File: src/rtl/ws2812_chain.sv
// ws2812_chain: serial driver for a chain of WS2812 RGB LEDs.
//
// The pixel buffer holds NUM_LEDS 24-bit {G,R,B} words. i_Start sends every
// pixel as 24 NRZ bits, pixel 0 first and MSB first. Each bit has a high
// phase of T1H_CYC ('1') or T0H_CYC ('0') cycles and lasts BIT_CYC cycles in
// total. After the frame the line is held low for RESET_CYC cycles so the LEDs
// latch the data, and then o_Done pulses for one cycle.
//
// Optional feature macro: WS2812_BRIGHTNESS_EN
//   Adds i_Brightness[7:0]. The value is latched when a frame starts, and each
//   channel is sent as (c*(B+1))>>8.
//
// Ports
//   i_Clock       single clock, rising edge
//   i_Reset       synchronous active-high reset (pixel buffer is kept)
//   i_Wr_En       pixel write strobe, only taken while o_Ready=1
//   i_Wr_Addr     pixel index, 0 is transmitted first
//   i_Wr_Data     pixel value {G,R,B}
//   i_Start       frame request, level sensitive, only taken while o_Ready=1
//   i_Brightness  global brightness (only with WS2812_BRIGHTNESS_EN)
//   o_Led         serial data line to the first LED
//   o_Ready       high while idle
//   o_Done        one-cycle pulse when the latch gap ends
//
// States
//   IDLE  | line low, buffer writable, waiting for i_Start
//   LOAD  | one cycle: pixel 0 -> shift register
//   HIGH  | high phase of the current bit
//   LOW   | low remainder of the current bit
//   LATCH | low latch gap after the last bit

module ws2812_chain #(
  parameter int NUM_LEDS  = 8,
  parameter int T0H_CYC   = 20,
  parameter int T1H_CYC   = 40,
  parameter int BIT_CYC   = 63,
  parameter int RESET_CYC = 15000,
  localparam int AW = (NUM_LEDS > 1) ? $clog2(NUM_LEDS) : 1
) (
  input  logic          i_Clock,
  input  logic          i_Reset,
  input  logic          i_Wr_En,
  input  logic [AW-1:0] i_Wr_Addr,
  input  logic [23:0]   i_Wr_Data,
  input  logic          i_Start,
`ifdef WS2812_BRIGHTNESS_EN
  input  logic [7:0]    i_Brightness,
`endif
  output logic          o_Led,
  output logic          o_Ready,
  output logic          o_Done
);

  // A single down-counter times both the bit phases and the latch gap. It is
  // sized for the larger of the two reload values.
  localparam int TMAX = (RESET_CYC + 1 > BIT_CYC) ? RESET_CYC + 1 : BIT_CYC;
  localparam int TW   = (TMAX > 1) ? $clog2(TMAX) : 1;

  // Each reload value is one less than the phase length, because the
  // counter counts down to zero inclusive.
  localparam logic [TW-1:0] T0H_LD   = TW'(T0H_CYC - 1);
  localparam logic [TW-1:0] T1H_LD   = TW'(T1H_CYC - 1);
  localparam logic [TW-1:0] L0_LD    = TW'(BIT_CYC - T0H_CYC - 1);
  localparam logic [TW-1:0] L1_LD    = TW'(BIT_CYC - T1H_CYC - 1);
  // The latch state lasts one cycle longer than the gap. o_Led lags the
  // state by one cycle, so the line is low for exactly RESET_CYC cycles after
  // the low phase of the last bit. o_Done therefore lands exactly
  // NUM_LEDS*24*BIT_CYC + RESET_CYC cycles after the first rise.
  localparam logic [TW-1:0] LATCH_LD = TW'(RESET_CYC);

  localparam logic [AW-1:0] LAST_PIX = AW'(NUM_LEDS - 1);
  localparam logic [AW:0]   NUM_W    = (AW + 1)'(NUM_LEDS);
  localparam logic [4:0]    MSB_BIT  = 5'd23;

  typedef enum logic [2:0] {IDLE, LOAD, HIGH, LOW, LATCH} state_t;

  state_t        state;
  logic [AW-1:0] pix_cnt;
  logic [4:0]    bit_cnt;
  logic [TW-1:0] timer;
  logic [23:0]   shift;
  logic [23:0]   prefetch;
  logic [AW-1:0] next_idx;
  logic [23:0]   load_pix;
  logic [23:0]   next_pix;

  logic [23:0] pix_mem [NUM_LEDS] = '{default: 24'h0};

  always_ff @(posedge i_Clock) begin
    if (!i_Reset && i_Wr_En && o_Ready && ({1'b0, i_Wr_Addr} < NUM_W)) begin
      pix_mem[i_Wr_Addr] <= i_Wr_Data;
    end
  end

  // The next pixel is read while the current one is being sent. The read is
  // clamped on the last pixel so the index never leaves the buffer.
  always_comb begin
    next_idx = pix_cnt;
    if (pix_cnt != LAST_PIX) begin
      next_idx = pix_cnt + AW'(1);
    end
  end

`ifdef WS2812_BRIGHTNESS_EN
  logic [7:0] bright_q;

  function automatic logic [7:0] dim(input logic [7:0] c, input logic [7:0] b);
    logic [16:0] prod;
    prod = {9'd0, c} * {8'd0, ({1'b0, b} + 9'd1)};
    return prod[15:8];
  endfunction

  function automatic logic [23:0] scale(input logic [23:0] px, input logic [7:0] b);
    return {dim(px[23:16], b), dim(px[15:8], b), dim(px[7:0], b)};
  endfunction

  // Pixel 0 is scaled in the same cycle that the brightness is latched, so
  // it takes the live input. Every later pixel uses the latched copy.
  assign load_pix = scale(pix_mem[0], i_Brightness);
  assign next_pix = scale(pix_mem[next_idx], bright_q);

  always_ff @(posedge i_Clock) begin
    if (i_Reset) begin
      bright_q <= 8'h00;
    end else if (state == LOAD) begin
      bright_q <= i_Brightness;
    end
  end
`else
  assign load_pix = pix_mem[0];
  assign next_pix = pix_mem[next_idx];
`endif

  always_ff @(posedge i_Clock) begin
    if (i_Reset) begin
      state    <= IDLE;
      pix_cnt  <= '0;
      bit_cnt  <= '0;
      timer    <= '0;
      shift    <= '0;
      prefetch <= '0;
      o_Led    <= 1'b0;
      o_Ready  <= 1'b1;
      o_Done   <= 1'b0;
    end else begin
      o_Led  <= (state == HIGH);
      o_Done <= 1'b0;
      unique case (state)
        IDLE: begin
          if (i_Start) begin
            state   <= LOAD;
            pix_cnt <= '0;
            bit_cnt <= MSB_BIT;
            o_Ready <= 1'b0;
          end
        end
        LOAD: begin
          shift <= load_pix;
          timer <= load_pix[23] ? T1H_LD : T0H_LD;
          state <= HIGH;
        end
        HIGH: begin
          prefetch <= next_pix;
          if (timer == '0) begin
            timer <= shift[23] ? L1_LD : L0_LD;
            state <= LOW;
          end else begin
            timer <= timer - TW'(1);
          end
        end
        LOW: begin
          if (timer != '0) begin
            timer <= timer - TW'(1);
          end else if (bit_cnt != 5'd0) begin
            bit_cnt <= bit_cnt - 5'd1;
            shift   <= {shift[22:0], 1'b0};
            timer   <= shift[22] ? T1H_LD : T0H_LD;
            state   <= HIGH;
          end else if (pix_cnt == LAST_PIX) begin
            timer <= LATCH_LD;
            state <= LATCH;
          end else begin
            pix_cnt <= pix_cnt + AW'(1);
            bit_cnt <= MSB_BIT;
            shift   <= prefetch;
            timer   <= prefetch[23] ? T1H_LD : T0H_LD;
            state   <= HIGH;
          end
        end
        LATCH: begin
          if (timer != '0) begin
            timer <= timer - TW'(1);
          end else begin
            state   <= IDLE;
            o_Ready <= 1'b1;
            o_Done  <= 1'b1;
          end
        end
        default: state <= IDLE;
      endcase
    end
  end

endmodule

File: config.mk
export PLATFORM = sky130hd
export DESIGN_NAME = ws2812_chain
export DESIGN_NICKNAME = d
export VERILOG_FILES = /design/src/rtl/ws2812_chain.sv
export SDC_FILE = /design/constraint.sdc
export NUM_CORES = 1
export LEC_CHECK = 0
export ABC_AREA = 1
export CAP_MARGIN = 20
export CORE_MARGIN = 2
export CORE_UTILIZATION = 50
export DETAILED_ROUTE_END_ITERATION = 16
export PLACE_DENSITY = 0.69
export SYNTH_ARGS = -nofsm -noshare
export SYNTH_HDL_FRONTEND = slang
export SYNTH_SLANG_ARGS = --single-unit
File: constraint.sdc
create_clock -name i_Clock -period 2.1 [get_ports i_Clock]
set_input_delay 0.21 -clock i_Clock [delete_from_list [all_inputs] [get_ports i_Clock]]
set_output_delay 0.21 -clock i_Clock [all_outputs]
set_load 0.02 [all_outputs]
Yosys cells after proc, flatten, opt, wreduce, memory -nomap -nowiden
Memory sizes are Yosys's and may differ from the RTL's. A register that Yosys moved wholly into a read port is not among the register bits.
Cells that the tools add are included.
- reduce and logical (&&, ||, !) cells: 18
- bitwise logic cells: 1
- equality and inequality tests: 14
- $add $sub $neg: 3
- multiplexer cells: 38
- operators with widths (cell ; number):
    $mux 24 ; 3
    $mux 14 ; 5
    $pmux 14 s4 ; 1
    $pmux 24 s2 ; 1
    $mux 3 ; 11
    $mux 6 ; 4
    $mux 5 ; 4
    $pmux 3 s5 ; 1
    $logic_not 14->1 ; 1
    $reduce_bool 14->1 ; 1
    $sub 14x1->14 const B ; 1
    $ne 2x2->1 const B ; 6
    $pmux 5 s2 ; 1
    $reduce_and 4->1 ; 2
    $eq 3x2->1 const B ; 2
    $eq 3x3->1 const B ; 2
    $ne 3x3->1 const B ; 2
    $pmux 3 s2 ; 1
    $reduce_and 3->1 ; 2
    $reduce_bool 2->1 ; 3
    $mux 1 ; 5
    $reduce_and 5->1 ; 1
    $reduce_bool 5->1 ; 1
    $sub 5x1->5 const B ; 1
    11 further kinds ; 12
- register bits: 52
- memories kept: 1
- word-level logic and storage cells: 83
- RAM bits: 192
- input bits: 31
- output and inout bits: 3
- memory list (memory ; words ; bits a word ; rd ports ; clocked after memory_dff ; wr ports ; line ; RTL):
    pix_mem ; 8 ; 24 ; 2 ; 1 ; 1 ; 87 ; logic [23:0] pix_mem [NUM_LEDS] = '{default: 24'h0};

Logic depth before layout (Yosys ltp)
Gate-level depths: netlist of the first run.
- depth in word-level cells: 5
- depth in mapped cells: 16
- gate-level depth less buffers: 15

Worst setup path after synthesis of the first run
Ideal clock, no wire load.
- path type: reg2reg
- start point: reg o_Ready
- end point: mem pix_mem[0][0] (enable)
- required time: 1.695 ns
- cell stages (with the launch flop): 5
- slack: -0.061 ns
- arrival: 1.756 ns
- path buffers: 0
- setup time: 0.405 ns
- period minus slack after synthesis: 2.161 ns
- path through: dfxtp_1 > nand2_1 > nor2_1 > nand2_1 > nor2_1
- cells in the longest elaborated chain, start to end: 3
- ends and longest elaborated chain (what ; line ; RTL):
    start: declaration ; 50 ; output logic o_Ready,
    start signal: assignment ; 143 ; o_Ready <= 1'b1;
    start signal: assignment ; 154 ; o_Ready <= 1'b0;
    start signal: assignment ; 195 ; o_Ready <= 1'b1;
    $logic_and 1x1->1 ; 90 ; if (!i_Reset && i_Wr_En && o_Ready && ({1'b0, i_Wr_Addr} < NUM_W)) begin
    $mux 1 ; 90 ;
    $mux 1 (implied by the code) ; 91 ; pix_mem[i_Wr_Addr] <= i_Wr_Data;
    end: declaration ; 87 ;
No other way between the ends.

Worst setup path in the final report of the first run
- start point: reg pix_cnt[0]
- end point: reg prefetch[9] (read register of pix_mem)
- cells in the longest elaborated chain, start to end: 2
- elaborated cells between the ends (all ways): 3
- those cells by class: add/sub (1); eq/ne (1); mux (1)
- ends and longest elaborated chain (what ; line ; RTL):
    start: declaration ; 78 ; logic [AW-1:0] pix_cnt;
    start signal: assignment ; 183 ; pix_cnt <= pix_cnt + AW'(1);
    $add 3x1->3 or $ne 3x3->1 (tied branches) ; 100, 99 ;
    $mux 3 * ; 99 ; if (pix_cnt != LAST_PIX) begin
    end: declaration ; 82 ; logic [23:0] prefetch;
Every way passes the cells marked *; elsewhere a longest branch is shown, timed or not.
A chain may end at the register's enable or synchronous reset.

==> results of run 1 <==
## how the worst max path moves through the flow
stage,to,cells after the start,slack (ns),startpoint
3_5_place_dp,prefetch[18]$_SDFFE_PP0P_,11,-0.008,pix_cnt[0]$_SDFFE_PP0P_
2_1_floorplan,pix_mem[0][0]$_DFFE_PP_,4,-0.06,o_Ready$_SDFFE_PP1P_
6_report,prefetch[9]$_SDFFE_PP0P_,11,0.1,pix_cnt[0]$_SDFFE_PP0P_
3_3_place_gp,prefetch[14]$_SDFFE_PP0P_,11,0.08,pix_cnt[0]$_SDFFE_PP0P_
5_1_grt,shift[9]$_SDFFE_PP0P_,15,-0.03,bit_cnt[0]$_SDFFE_PP0P_
4_1_cts,prefetch[11]$_SDFFE_PP0P_,11,0.04,pix_cnt[0]$_SDFFE_PP0P_
## routing by layer
layer  vias to the layer above  global-route usage (%)  routed length [um]
li1                       3978                       -                   -
met1                      3955                    27.3               11200
met2                       223                    37.4               12800
met3                        56                    3.33                1400
met4                         2                    6.95                 654
met5                         -                       0                  13
## logic make-up (layout without fill, tap and decap cells)
family / after synthesis / count (layout) / share of synthesized area (%)
AOI/OAI and AO/OA: 314 / 314 / 15.4
buffers and inverters: 133 / 196 / 5.09
DFF: 268 / 268 / 63.1
xor gates and xnor gates: 9 / 9 / 0.682
adders and majority gates: 7 / 7 / 0.758
and+or+nand+nor: 385 / 385 / 15.0
## timing repair
item                       CTS  global route
cloned                       0             2
hold buffers                 0             0
setup endpoints to repair    2            51
gates resized for setup      1            18
## registers in the layout (all words and copies together), names as in the netlist
signal,count
pix_mem,192
o_Led,1
state,3
timer,14
bit_cnt,5
o_Ready,1
pix_cnt,3
prefetch,24
o_Done,1
shift,24
## worst reg2reg max path, cell delays in order (launching register included)
cell,delay [ns]
dfxtp_2,0.34
ha_2,0.20
ha_4,0.18
inv_2,0.09
nand2_1,0.09
nand2_4,0.14
clkinv_4,0.12
clkbuf_16,0.24
o21ai_0,0.25
o211ai_1,0.13
nand2_1,0.09
a21oi_1,0.05
## synth_stat cells (2+ instances only)
master    number
a211oi_1       2
ha_1           7
inv_6          2
nand2_4        4
clkbuf_1      39
nor2_8         2
inv_2         10
nand2_8        2
xor2_1         5
nand2_1      174
nor2_2        17
nand4_1        4
buf_6          4
dfxtp_1       76
xnor2_1        4
or2_2          2
clkbuf_2       2
o21bai_1      24
nor3_1         5
o211ai_1      49
buf_4          4
nand2_2        5
o21ai_1       37
or2_1          2
o21ai_0      147
nor2_4         4
a21oi_1       50
nand3_1       41
buf_2         10
nand3b_1       2
edfxtp_1     192
nor2_1       119
inv_1         60
## cell type report
type / instances / area (sq um)
clock buffer: 34 / 733
clock inverter: 18 / 195
fill: 1831 / 9200
inverter: 73 / 292
multi-input combinational: 715 / 3730
sequential: 268 / 7290
tap: 285 / 357
timing repair buffer: 71 / 841
## stage by stage
stage	total power [uW]	worst slack [ns]	instances	hold WS [ns]	cell area [sq um]
4_1_cts	16000	0.0424	1462	0.345	13300
5_1_grt	17100	-0.0319	1464	0.383	13400
3_5_place_dp	11100	-0.00756	1410	0.473	12400
2_1_floorplan	10000	-0.0610	1116	0.309	11600
6_report	16100	0.0959	1464	0.349	13400
3_3_place_gp	11100	0.0834	1410	0.463	12400
## power groups by stage
| stage | logic [uW] | registers (uW) | clock network (uW) |
|---|---|---|---|
| 3_5_place_dp | 4520 | 6630 | 0 |
| 4_1_cts | 4550 | 6530 | 4970 |
| 5_1_grt | 5280 | 6590 | 5200 |
| 3_3_place_gp | 4430 | 6620 | 0 |
| 2_1_floorplan | 3460 | 6570 | 0 |
| 6_report | 4690 | 6540 | 4910 |
==> impl_results.md, run 1 <==
* Worst reg-to-reg setup slack at 0.1 ns
* CTS max path bufs at 3
* Crit path capture type: register
* TritonCTS clock tree: yes
* CTS sink count at 268
* Seq pwr share at 40.5%
* EDFF count, synth at 192
* Sw Ratio at 33.2%
* Starting density of the core at 51.0%
* Max-slew violations at 0
* CP top delay family: buffers and inverters
* Run status: completed
* Die Width at 156 um
* Leading area contributor after synthesis: edfxtp_1
* GRT Util Overall at 21.4%
* Clk pin slew, worst setup/hold paths at 0.06 ns
* Share of layout cells above drive strength 1 at 12.4%
* Final hold vios at 0
* Worst Path Buf+Inv at 3
* Final antenna-violating net count at 0
* Clock Skew at 0.0435 ns
* Worst Tran Pin Value at 0.583 ns
* WP data required at 2.55 ns
* Grt ovf at 0
* CP max FO at 36
* Slew margin rel. at 60.9%
* Yosys warning count at 0
* Routed vias/inst at 5.61
* H-tree Lvls at 1
* RSZ-0062 raised after global routing: true
* Fin util at 59.4%
* Netlist cell types at 42
* RR Startpoint: pix_cnt[0]$_SDFFE_PP0P_
* CP cell instances: ha_2 -> ha_4 -> inv_2 -> nand2_1 -> nand2_4 -> clkinv_4 -> clkbuf_16 -> o21ai_0 -> o211ai_1 -> nand2_1 -> a21oi_1
* Flops & latches, synth at 268
* Setup crit start kind: register
* DR pass1 iterations at 5
* Worst R2R End: prefetch[9]$_SDFFE_PP0P_
* R2R depth at 11
* Most frequent cells in the layout: edfxtp_1, nand2_1, o21ai_0, nor2_1, dfxtp_1
* Syn-to-layout area delta at 16.3%
* Worst vdd ir at 714 uV
* Final min period at 2.00 ns
* Worst path max stage delay at 0.34 ns
* Initial DRC count at 547
* Worst Hold Depth at 4
* Site row count at 55
* Skew-Pair Late Insertion Delay at 0.57 ns
* Ant diodes at 0
* Sequential-to-total area share from yosys stat at 63.1%
* Worst Hold Launch: i_Start
* Routability Congestion at 0.849
* Antenna violations before repair at 1
* Vias in the first global route at 7915
* Kind of critical path: register to register
* Sum Neg Setup Slack at 0 ns
* Largest net degree at the start of global routing at 73
* Power Density at 1200 nW/um^2
* Max Cap Violations at 0
* PortBufs at 33
* LEAKAGE at 0.00498 uW
* Type of the worst min-delay path: input pin to register
* WHS Endpoint: o_Ready$_SDFFE_PP1P_
* WP data arrival at 2.46 ns
* Nets at 1195
* P_int at 10800 uW
* Post-Syn Area per Cell at 10.4 sq um
* Dpl hpwl at 14900 um
* Syn nets at 1154
* Clock Tree Root: clkbuf_16
* Vert. Die Dim at 156 um
* Total number of vias at 8214
* Max Freq at 499 MHz
* Post-synthesis cell count at 1116
* Logic pwr share at 29.1%
* Wire per inst at 17.8 um
* Post-synth top flop: edfxtp_1
* Slowest CP cell: dfxtp_2
* Routed WL at 26000 um
* Clock power share at 30.4%
* Largest cells by area after synthesis: edfxtp_1, dfxtp_1, o21ai_0, nand2_1, nor2_1
* Most frequent CP cell: nand2_1
* Num ports at 34
* Net switching power at 5370 uW
* CTS Buf Count at 28
* Most common cell after layout, fill and taps aside: edfxtp_1
* Final Setup Violations at 0
* Post-synth top area share at 49.9%
* Mapped Area at 11600 sq um
* DIE AREA at 24300 sq um
* Global-route wire length before repair at 40900 um
* Post-synthesis async set-or-reset flop share at 0%
* DRC at 0
* Core area at 22600 sq um
* # Post-CTS Setup Buffers at 0
* Final period utilization at 95.4%
(Power assumes the default switching activity.)
==> run 2, diff against run 1 <==
--- a/config.mk
+++ b/config.mk
@@ -9,8 +9,10 @@
 export CAP_MARGIN = 20
 export CORE_MARGIN = 2
 export CORE_UTILIZATION = 50
+export CTS_BUF_LIST = sky130_fd_sc_hd__clkbuf_8
 export DETAILED_ROUTE_END_ITERATION = 16
 export PLACE_DENSITY = 0.69
+export REMOVE_ABC_BUFFERS = 1
 export SYNTH_ARGS = -nofsm -noshare
 export SYNTH_HDL_FRONTEND = slang
 export SYNTH_SLANG_ARGS = --single-unit
==> run 2 against run 1 <==
- combinational power down 1%
- critical path depth decreased by 1
- register-to-register slack about the same
- via count rose by 1.3%
- clock power is 17% lower
- critical endpoint is now prefetch[3]$_SDFFE_PP0P_
- wire length is 2.7% higher
- fmax rose by 0.26%
- worst setup slack gained 0.0053 ns
==> impl_results.md, run 2 (same netlist as run 1, synthesis figures left out) <==
* Die Width at 156 um (unchanged)
* RSZ-0062 raised after global routing: false (was true)
* DRC at 0 (unchanged)
* Worst reg-to-reg setup slack at 0.10 ns (was 0.1 ns)
* RR Startpoint: pix_cnt[1]$_SDFFE_PP0P_ (was pix_cnt[0]$_SDFFE_PP0P_)
* Largest net degree at the start of global routing at 61 (was 73)
* TritonCTS clock tree: yes (unchanged)
* Most frequent cells in the layout: edfxtp_1, nand2_1, o21ai_0, nor2_1, inv_1 (was edfxtp_1, nand2_1, o21ai_0, nor2_1, dfxtp_1)
* Worst vdd ir at 535 uV (was 714 uV)
* CTS sink count at 268 (unchanged)
* Final min period at 2.00 ns (about the same)
* Vias in the first global route at 8140 (was 7915)
* Routed WL at 26700 um (was 26000 um)
* # Post-CTS Setup Buffers at 0 (unchanged)
* Most frequent CP cell: nand2_1 (unchanged)
* Worst Hold Launch: i_Start (unchanged)
* GRT Util Overall at 22.1% (was 21.4%)
* Dpl ws at 0.0252 ns (was -0.00756 ns)
* Final antenna-violating net count at 0 (unchanged)
* Site row count at 55 (unchanged)
* Routability Congestion at 0.849 (about the same)
* Run status: completed (unchanged)
* Clock Tree Root: clkbuf_8 (was clkbuf_16)
* PnR worst setup slack at 0.101 ns (was 0.0959 ns)
* CTS max path bufs at 3 (unchanged)
* Wire per inst at 17.8 um (about the same)
* Sum Neg Setup Slack at 0 ns (unchanged)
* Final period utilization at 95.2% (was 95.4%)
* Largest register FFs at 192 (unchanged)
* PortBufs at 33 (unchanged)
* DIE AREA at 24300 sq um (unchanged)
* Min Hold Slack at 0.320 ns (was 0.349 ns)
* WHS Endpoint: o_Ready$_SDFFE_PP1P_ (unchanged)
* Max Cap Violations at 0 (unchanged)
* Antenna violations before repair at 0 (was 1)
* Overall Power at 15200 uW (was 16100 uW)
* Num ports at 34 (unchanged)
* Crit path capture type: register (unchanged)
* Total number of vias at 8321 (was 8214)
* R2R depth at 10 (was 11)
* Routed vias/inst at 5.56 (was 5.61)
* Grt ovf at 0 (unchanged)
* Initial DRC count at 532 (was 547)
* Kind of critical path: register to register (unchanged)
* Cts hold-fix bufs at 0 (unchanged)
* Setup crit start kind: register (unchanged)
* Biggest regs: pix_mem x192, prefetch x24, shift x24 (unchanged)
* Worst path max stage delay at 0.38 ns (was 0.34 ns)
* Vert. Die Dim at 156 um (unchanged)
* Dpl hpwl at 16000 um (was 14900 um)
* H-tree Lvls at 2 (was 1)
* Worst R2R End: prefetch[3]$_SDFFE_PP0P_ (was prefetch[9]$_SDFFE_PP0P_)
* WP data arrival at 2.48 ns (was 2.46 ns)
* Type of the worst min-delay path: input pin to register (unchanged)
* Final hold vios at 0 (unchanged)
* Syn-to-layout area delta at 15.4% (was 16.3%)
* Clock Skew at 0.0270 ns (was 0.0435 ns)
* CP cell instances: ha_2 -> ha_4 -> nand2_1 -> nand2_2 -> buf_12 -> o21ai_0 -> o21bai_1 -> o211ai_1 -> nand2_1 -> a21oi_1 (was ha_2 -> ha_4 -> inv_2 -> nand2_1 -> nand2_4 -> clkinv_4 -> clkbuf_16 -> o21ai_0 -> o211ai_1 -> nand2_1 -> a21oi_1)
* Ant diodes at 0 (unchanged)
* Worst Tran Pin Value at 0.587 ns (was 0.583 ns)
* CTS Buf Count at 42 (was 28)
* LEAKAGE at 0.00503 uW (was 0.00498 uW)
* Share of layout cells above drive strength 1 at 13.5% (was 12.4%)
* Post-CTS sizing at 0 (was 1)
* Core area at 22600 sq um (unchanged)
* DR pass1 iterations at 5 (unchanged)
* Starting density of the core at 51.0% (unchanged)
* WP data required at 2.59 ns (was 2.55 ns)
* Most common cell after layout, fill and taps aside: edfxtp_1 (unchanged)
* Nets at 1216 (was 1195)
* Biggest register: pix_mem (unchanged)
* Clk pin slew, worst setup/hold paths at 0.06 ns (about the same)
* Skew-Pair Late Insertion Delay at 0.57 ns (about the same)
* CP max FO at 60 (was 36)
* Worst Hold Depth at 4 (unchanged)
* Slowest CP cell: dfxtp_1 (was dfxtp_2)
* Global-route wire length before repair at 42000 um (was 40900 um)
* Max-slew violations at 0 (unchanged)
* Max Freq at 500 MHz (was 499 MHz)
* Slew margin rel. at 60.6% (was 60.9%)
* Power Density at 1140 nW/um^2 (was 1200 nW/um^2)
* Final Setup Violations at 0 (unchanged)
[run 2: cell types whose count changed in the layout (fill, tap and decap cells not counted), sizes merged]
| cell | before | now |
|---|---|---|
| buf | 36 | 44 |
| bufinv | 3 | 0 |
| clkbuf | 36 | 47 |
| clkinv | 13 | 10 |
| clkinvlp | 2 | 1 |
| inv | 73 | 94 |
[run 2: worst max path at each step]
| stage | from | end | slack (ns) | cells past startpoint |
|---|---|---|---|---|
| after floorplan | pix_cnt[0]$_SDFFE_PP0P_ | prefetch[10]$_SDFFE_PP0P_ | -1.25 | 8 |
| after global placement | pix_cnt[0]$_SDFFE_PP0P_ | prefetch[19]$_SDFFE_PP0P_ | 0.15 | 11 |
| after detailed placement | pix_cnt[1]$_SDFFE_PP0P_ | prefetch[14]$_SDFFE_PP0P_ | 0.03 | 10 |
| after CTS | pix_cnt[1]$_SDFFE_PP0P_ | prefetch[3]$_SDFFE_PP0P_ | 0.02 | 10 |
| after global routing | pix_cnt[1]$_SDFFE_PP0P_ | prefetch[5]$_SDFFE_PP0P_ | 0.02 | 12 |
| final | pix_cnt[1]$_SDFFE_PP0P_ | prefetch[3]$_SDFFE_PP0P_ | 0.10 | 10 |
[run 2: routing by layer]
| layer | GRT usage, % | wire length [um] | up-vias |
|---|---|---|---|
| met1 | 29.6 | 12200 | 4008 |
| met4 | 8.26 | 694 | 0 |
| met2 | 36.6 | 12400 | 232 |
| met3 | 3.33 | 1410 | 48 |
| met5 | 0 | 0 | - |
| li1 | - | - | 4033 |
[run 2: through the flow]
stage	area (sq um)	cells	util [%]
final	13300	1497	58.9
after global routing	13300	1497	58.9
after CTS	13300	1496	58.6
after detailed placement	12500	1418	55.2
after global placement	12500	1418	55.2
after floorplan	11300	1056	-
[run 2: layout make-up]
| class | instances | area, sq um |
|---|---|---|
| Inverter | 73 | 289 |
| Sequential cell | 268 | 7290 |
| Fill cell | 1867 | 9310 |
| Tap cell | 285 | 357 |
| Timing Repair Buffer | 78 | 885 |
| Multi-Input combinational cell | 715 | 3730 |
| Clock inverter | 32 | 150 |
| Clock buffer | 46 | 633 |
[run 2: worst max-delay path: cells and delay by family, from the launching register on]
| family | cells | cell delay, ns |
|---|---|---|
| AO/OA/AOI/OAI | 4 | 0.54 |
| adder cells (fa/ha/maj) | 2 | 0.42 |
| flip-flops | 1 | 0.38 |
| AND/OR/NAND/NOR | 3 | 0.30 |
| buffers and inverters | 1 | 0.28 |
[run 2: where the power goes]
| group | internal (uW) | switching, uW |
|---|---|---|
| Combinational | 1690 | 2940 |
| Clock | 2040 | 2020 |
| Sequential | 6200 | 347 |
| Total | 9920 | 5310 |
